===== config.mk =====
export PLATFORM = sky130hd
export DESIGN_NAME = reg_writeback_ctrl
export DESIGN_NICKNAME = d
export VERILOG_FILES = /design/src/rtl/regbank_pkg.sv /design/src/rtl/wb_fifo.sv /design/src/rtl/reg_writeback_ctrl.sv
export SDC_FILE = /design/constraint.sdc
export NUM_CORES = 1
export LEC_CHECK = 0
export CAP_MARGIN = 0
export CORE_ASPECT_RATIO = 1.2
export CORE_UTILIZATION = 40
export DETAILED_ROUTE_END_ITERATION = 7
export SLEW_MARGIN = 20
export SYNTH_ARGS = -nofsm -noshare
export SYNTH_HDL_FRONTEND = slang
export SYNTH_SLANG_ARGS = --single-unit

===== constraint.sdc =====
create_clock -name clk -period 4.37 [get_ports clk]
set_input_delay 0.6555 -clock clk [delete_from_list [all_inputs] [get_ports clk]]
set_output_delay 0.6555 -clock clk [all_outputs]
set_load 0.01 [all_outputs]

===== src/rtl/regbank_pkg.sv =====
// Shared types and helpers for the 16 x 32-bit register bank write-back path.
package regbank_pkg;

    localparam int DW   = 32;
    localparam int AW   = 4;
    localparam int NREG = 16;

    typedef struct packed {
        logic [AW-1:0] addr;
        logic [DW-1:0] data;
    } wr_req_t;

    function automatic logic [NREG-1:0] onehot16(input logic [AW-1:0] a);
        onehot16 = NREG'(1) << a;
    endfunction

endpackage


===== src/rtl/wb_fifo.sv =====
// Synchronous FIFO of register-write requests; push is ignored when full,
// pop is ignored when empty.
module wb_fifo
    import regbank_pkg::*;
#(
    parameter int DEPTH = 4
) (
    input  logic                    clk,
    input  logic                    rst,
    input  logic                    push_i,
    input  wr_req_t                 din_i,
    input  logic                    pop_i,
    output wr_req_t                 dout_o,
    output logic                    full_o,
    output logic                    empty_o,
    output logic [$clog2(DEPTH):0]  count_o
);

    localparam int PW = $clog2(DEPTH);
    localparam logic [PW:0] FULL_CNT = (PW+1)'(DEPTH);

    wr_req_t       mem_q [DEPTH];
    logic [PW-1:0] wr_ptr_q, rd_ptr_q;
    logic [PW:0]   count_q;
    logic          do_push, do_pop;

    assign full_o  = (count_q == FULL_CNT);
    assign empty_o = (count_q == '0);
    assign do_push = push_i && !full_o;
    assign do_pop  = pop_i && !empty_o;
    assign dout_o  = mem_q[rd_ptr_q];
    assign count_o = count_q;

    // NOTE: sequential state uses <= so every flop samples pre-edge values.
    always_ff @(posedge clk or posedge rst) begin
        if (rst) begin
            wr_ptr_q <= '0;
            rd_ptr_q <= '0;
            count_q  <= '0;
        end else begin
            if (do_push) wr_ptr_q <= wr_ptr_q + PW'(1);
            if (do_pop)  rd_ptr_q <= rd_ptr_q + PW'(1);
            unique case ({do_push, do_pop})
                2'b10:   count_q <= count_q + (PW+1)'(1);
                2'b01:   count_q <= count_q - (PW+1)'(1);
                default: count_q <= count_q;
            endcase
        end
    end

    // NOTE: storage has no reset; pointers and count decide what is valid.
    always_ff @(posedge clk) begin
        if (do_push) mem_q[wr_ptr_q] <= din_i;
    end

endmodule


===== src/rtl/reg_writeback_ctrl.sv =====
// Write-back stage: arbitrates load/ALU write requests into a FIFO, retires one
// write per cycle as one-hot select + Din, and publishes a pending-write mask.
module reg_writeback_ctrl
    import regbank_pkg::*;
#(
    parameter int DEPTH = 4
) (
    input  logic                    clk,
    input  logic                    rst,
    input  logic                    alu_valid,
    output logic                    alu_ready,
    input  logic [AW-1:0]           alu_addr,
    input  logic [DW-1:0]           alu_data,
    input  logic                    ld_valid,
    output logic                    ld_ready,
    input  logic [AW-1:0]           ld_addr,
    input  logic [DW-1:0]           ld_data,
    output logic [NREG-1:0]         select,
    output logic [DW-1:0]           Din,
    output logic [NREG-1:0]         pend_mask,
    output logic [$clog2(DEPTH):0]  fifo_count
);

    localparam int CW = $clog2(DEPTH) + 1;

    wr_req_t         push_req, head;
    logic            fifo_push, fifo_pop, full, empty;
    logic [NREG-1:0] select_q, select_d;
    logic [DW-1:0]   din_q, din_d;
    logic [NREG-1:0] push_hit, pop_hit;
    logic [CW-1:0]   cnt_q [NREG];
    logic [CW-1:0]   cnt_d [NREG];

    // Load has fixed priority; the ALU is only offered a slot when no load is waiting.
    assign ld_ready  = !full;
    assign alu_ready = !full && !ld_valid;
    assign fifo_push = (ld_valid && ld_ready) || (alu_valid && alu_ready);
    assign push_req  = ld_valid ? wr_req_t'{addr: ld_addr,  data: ld_data}
                                : wr_req_t'{addr: alu_addr, data: alu_data};
    assign fifo_pop  = !empty;

    wb_fifo #(.DEPTH(DEPTH)) u_fifo (
        .clk     (clk),
        .rst     (rst),
        .push_i  (fifo_push),
        .din_i   (push_req),
        .pop_i   (fifo_pop),
        .dout_o  (head),
        .full_o  (full),
        .empty_o (empty),
        .count_o (fifo_count)
    );

    // NOTE: every always_comb output gets a default first, so no latch is inferred.
    always_comb begin
        select_d = '0;
        din_d    = din_q;
        if (fifo_pop) begin
            select_d = onehot16(head.addr);
            din_d    = head.data;
        end
    end

    assign push_hit = fifo_push ? onehot16(push_req.addr) : '0;
    assign pop_hit  = fifo_pop  ? onehot16(head.addr)     : '0;

    always_comb begin
        pend_mask = '0;
        for (int r = 0; r < NREG; r++) begin
            cnt_d[r] = cnt_q[r];
            unique case ({push_hit[r], pop_hit[r]})
                2'b10:   cnt_d[r] = cnt_q[r] + CW'(1);
                2'b01:   cnt_d[r] = cnt_q[r] - CW'(1);
                default: cnt_d[r] = cnt_q[r];
            endcase
            pend_mask[r] = (cnt_q[r] != '0);
        end
    end

    always_ff @(posedge clk or posedge rst) begin
        if (rst) begin
            select_q <= '0;
            din_q    <= '0;
            for (int r = 0; r < NREG; r++) cnt_q[r] <= '0;
        end else begin
            select_q <= select_d;
            din_q    <= din_d;
            for (int r = 0; r < NREG; r++) cnt_q[r] <= cnt_d[r];
        end
    end

    assign select = select_q;
    assign Din    = din_q;

endmodule


==> results_dict.tcl <==
set metrics [dict create \
    crit_required_ns 4.81 \
    ys_seq_area_share_pct 62.19 \
    cts-buffers-inserted 26 \
    reg2reg_to "cnt_q[2]$_DFFE_PP0P_" \
    cts.clk_slew.worst_paths_ns 0.06 \
    syn_avg_cell_area_sq_um 16.32 \
    dp_hpwl_mm 16.14 \
    die_h_microns 184.5 \
    antenna_found_initial 0 \
    holdPathStages 1 \
    max-slew-margin-rel_pct 35.56 \
    port_buffers 144 \
    ir_worst_vdd_v 0.0002816 \
    core_sq_mm 0.02717 \
    finClkSkew_ns 0.01053 \
    clk_path_buf_depth 3 \
    synth_common_cells "edfxtp_1, dfrtp_1, mux2_2, inv_1, mux4_2" \
    fin_util_pct 50.51 \
    cp.depth 10 \
    overflow 0 \
    grt_max_degree 73 \
    r2r_slack_ns 1.20 \
    cts_setup_buffers 0 \
    cp_slowest_cell "dfrtp_4" \
    ys_top_cells_by_area "edfxtp_1, dfrtp_1, mux4_2" \
    maxCapViolCount 0 \
    htreeDepth 1 \
    rsz0062_at_grt "false" \
    viasPerCell 5.187 \
    drv_slew 0 \
    outcome "finished clean" \
    timing.rr.start "u_fifo.rd_ptr_q[0]$_DFFE_PP0P_" \
    syn2layout_area_growth_pct 23.65 \
    drc 0 \
    fin_crit_sh_pct 72.57 \
    syn-cell-area_sq_mm 0.01110 \
    drt_iter0_markers 332 \
    r2r_cells 10 \
    power_density_mw_per_mm2 702.3 \
    synth.most_common_cell "edfxtp_1" \
    cts-root-buf "clkbuf_16" \
    die_area_sq_mm 0.02842 \
    cp_top_family "adder cells" \
    ys_ff_latch 247 \
    first_pass_iters 4 \
    num_antenna_cells 0 \
    vias 6224 \
    synthCells 680 \
    cp_max_fo 35 \
    die_w_microns 154.1 \
    fmax_ghz 0.3153 \
    endpoint "cnt_q[2]$_DFFE_PP0P_" \
    synthesis.nets 794 \
    synth_ff_type "edfxtp_1" \
    fin_nets 954 \
    tns_ns 0 \
    critPathLaunch "u_fifo.rd_ptr_q[0]$_DFFE_PP0P_" \
    ant_nets 0 \
    min_period_ns 3.172 \
    setup_viol 0 \
    worstSetupPathType "flop to flop" \
    cts_tree "done" \
    worst_path_most_repeated_cell "xor2_1" \
    wire_per_inst_microns 19.28 \
    grt_usage_pct 16.75 \
    async_flop_share_pct 41.70 \
    worstSetupStartpointType "flop" \
    cts_resized 0 \
    grt_pass1_vias 6705 \
    fillers 2244 \
    hold_class "flop to flop" \
    worstMarginPinSlew_ns 0.9666 \
    drive_above_1_share_pct 19.30 \
    rows 66 \
    leakage_uw 0.005270 \
    synth_top_area_cell "edfxtp_1" \
    synth_edf_count 144 \
    place_congestion 0.8650 \
    arrival_ns 3.61 \
    cts_sinks 247 \
    max_stage_delay_ns 0.61 \
    worst-path-buf-inv 2 \
    clk_latency_ns 0.52 \
    pin_count 145 \
    crit_chain "buf_4 -> nand3b_1 -> a22o_1 -> o32ai_1 -> ha_1 -> inv_1 -> fa_1 -> xor2_1 -> nor2_1 -> xor2_1" \
    ys_types 43 \
    grt_pass1_wl_mm 36.63 \
    worstSetupEndpointType "flop" \
    hold_viol 0 \
    routed_wl_mm 23.14 \
    ys_warn_count 0 \
    initial_core_util_pct 40.85 \
    synth_top_area_share_pct 38.96 \
    cts_hold_buf 0 \
]
[sequential cells by signal, indices dropped and copies added (netlist names)]
name	cells
Din	32
cnt_q	48
select	16
u_fifo.count_o	3
u_fifo.mem_q	144
u_fifo.rd_ptr_q	2
u_fifo.wr_ptr_q	2
[power by group]
group	total (uW)	leakage [uW]	switching (uW)	internal (uW)
sequential	3880	0.00257	467	3410
clock	2150	0.000413	868	1280
combinational	3610	0.00228	1690	1920
total	9640	0.00527	3020	6610
[layout make-up]
cell class | instances | area [sq um] | area share (%)
multi-input cells | 368 | 3862 | 28.15
well taps | 340 | 425.4 | 3.100
flip-flops and latches | 247 | 6907 | 50.33
clock buffers | 35 | 725.7 | 5.288
repair buffers | 157 | 1534 | 11.18
clock inverters | 13 | 116.4 | 0.8479
inverters | 40 | 152.6 | 1.112
[worst min path at each step]
stage | startpoint | endpoint | slack, ns
after floorplan | cnt_q[11]$_DFFE_PP0P_ | cnt_q[11]$_DFFE_PP0P_ | 0.43
after global placement | cnt_q[8]$_DFFE_PP0P_ | cnt_q[8]$_DFFE_PP0P_ | 0.45
after detailed placement | cnt_q[38]$_DFFE_PP0P_ | cnt_q[38]$_DFFE_PP0P_ | 0.45
after CTS | cnt_q[29]$_DFFE_PP0P_ | cnt_q[29]$_DFFE_PP0P_ | 0.46
after global routing | cnt_q[29]$_DFFE_PP0P_ | cnt_q[29]$_DFFE_PP0P_ | 0.48
final | cnt_q[29]$_DFFE_PP0P_ | cnt_q[29]$_DFFE_PP0P_ | 0.46
[layout by cell type, fill, tap and decap left out, types with 3 or more instances in the layout]
master,instances
o21ai_0,3
mux2_4,27
nand2b_1,7
a22o_1,3
mux2_2,44
clkinv_1,4
xnor2_1,26
a22oi_1,3
xor2_1,28
o32a_1,3
buf_4,13
dfrtp_1,101
clkinv_2,5
or3b_1,4
ha_1,21
inv_1,39
fa_1,17
nand3_1,12
o22a_1,3
a2bb2o_1,3
mux2i_1,10
o32ai_1,19
and2_2,4
nor3_1,3
clkdlybuf4s50_1,143
nand2_1,17
clkbuf_16,27
or3_1,16
mux4_2,32
nor2_1,21
and3b_1,5
nand3b_1,6
edfxtp_1,144
clkbuf_1,6
nor3b_1,6
o22ai_1,11
[cells by family after synthesis]
logic type	share of synthesized area, %
flip-flops	62.19
multiplexers	15.61
AO/OA/AOI/OAI	3.923
buffers and inverters	3.067
AND/OR/NAND/NOR	5.513
adder cells (fa/ha/maj)	5.434
XOR/XNOR	4.262
[routing by layer]
layer	vias to the layer above	track usage [%]	wire (microns)
met4	0	4.600	532
met5	-	0	0
met3	37	2.140	1134
li1	2858	-	-
met1	3147	21.46	9870
met2	182	29.84	11600
[metrics by stage]
stage          setup slack, ns  instance area, sq um  hold WS (ns)  cells  total power [uW]
5_1_grt                 0.9925                 13720        0.4794   1200             10240
4_1_cts                  1.123                 13720        0.4595   1200              9801
3_5_place_dp             1.108                 12880        0.4479   1152              7588
3_3_place_gp             1.095                 12880        0.4463   1152              7429
6_report                 1.199                 13720        0.4585   1200              9637
2_1_floorplan            1.011                 11100        0.4336    680              6298
[worst register-to-register path: cells and delay by family, from the launching register on]
kind / cells / cell delay (ns)
buf+inv: 2 / 0.45
compound gates: 2 / 0.65
simple gates: 2 / 0.39
xor+xnor: 2 / 0.31
flops: 1 / 0.61
fa+ha+maj: 2 / 0.68
No activity file was read; power rests on OpenSTA's default activity.
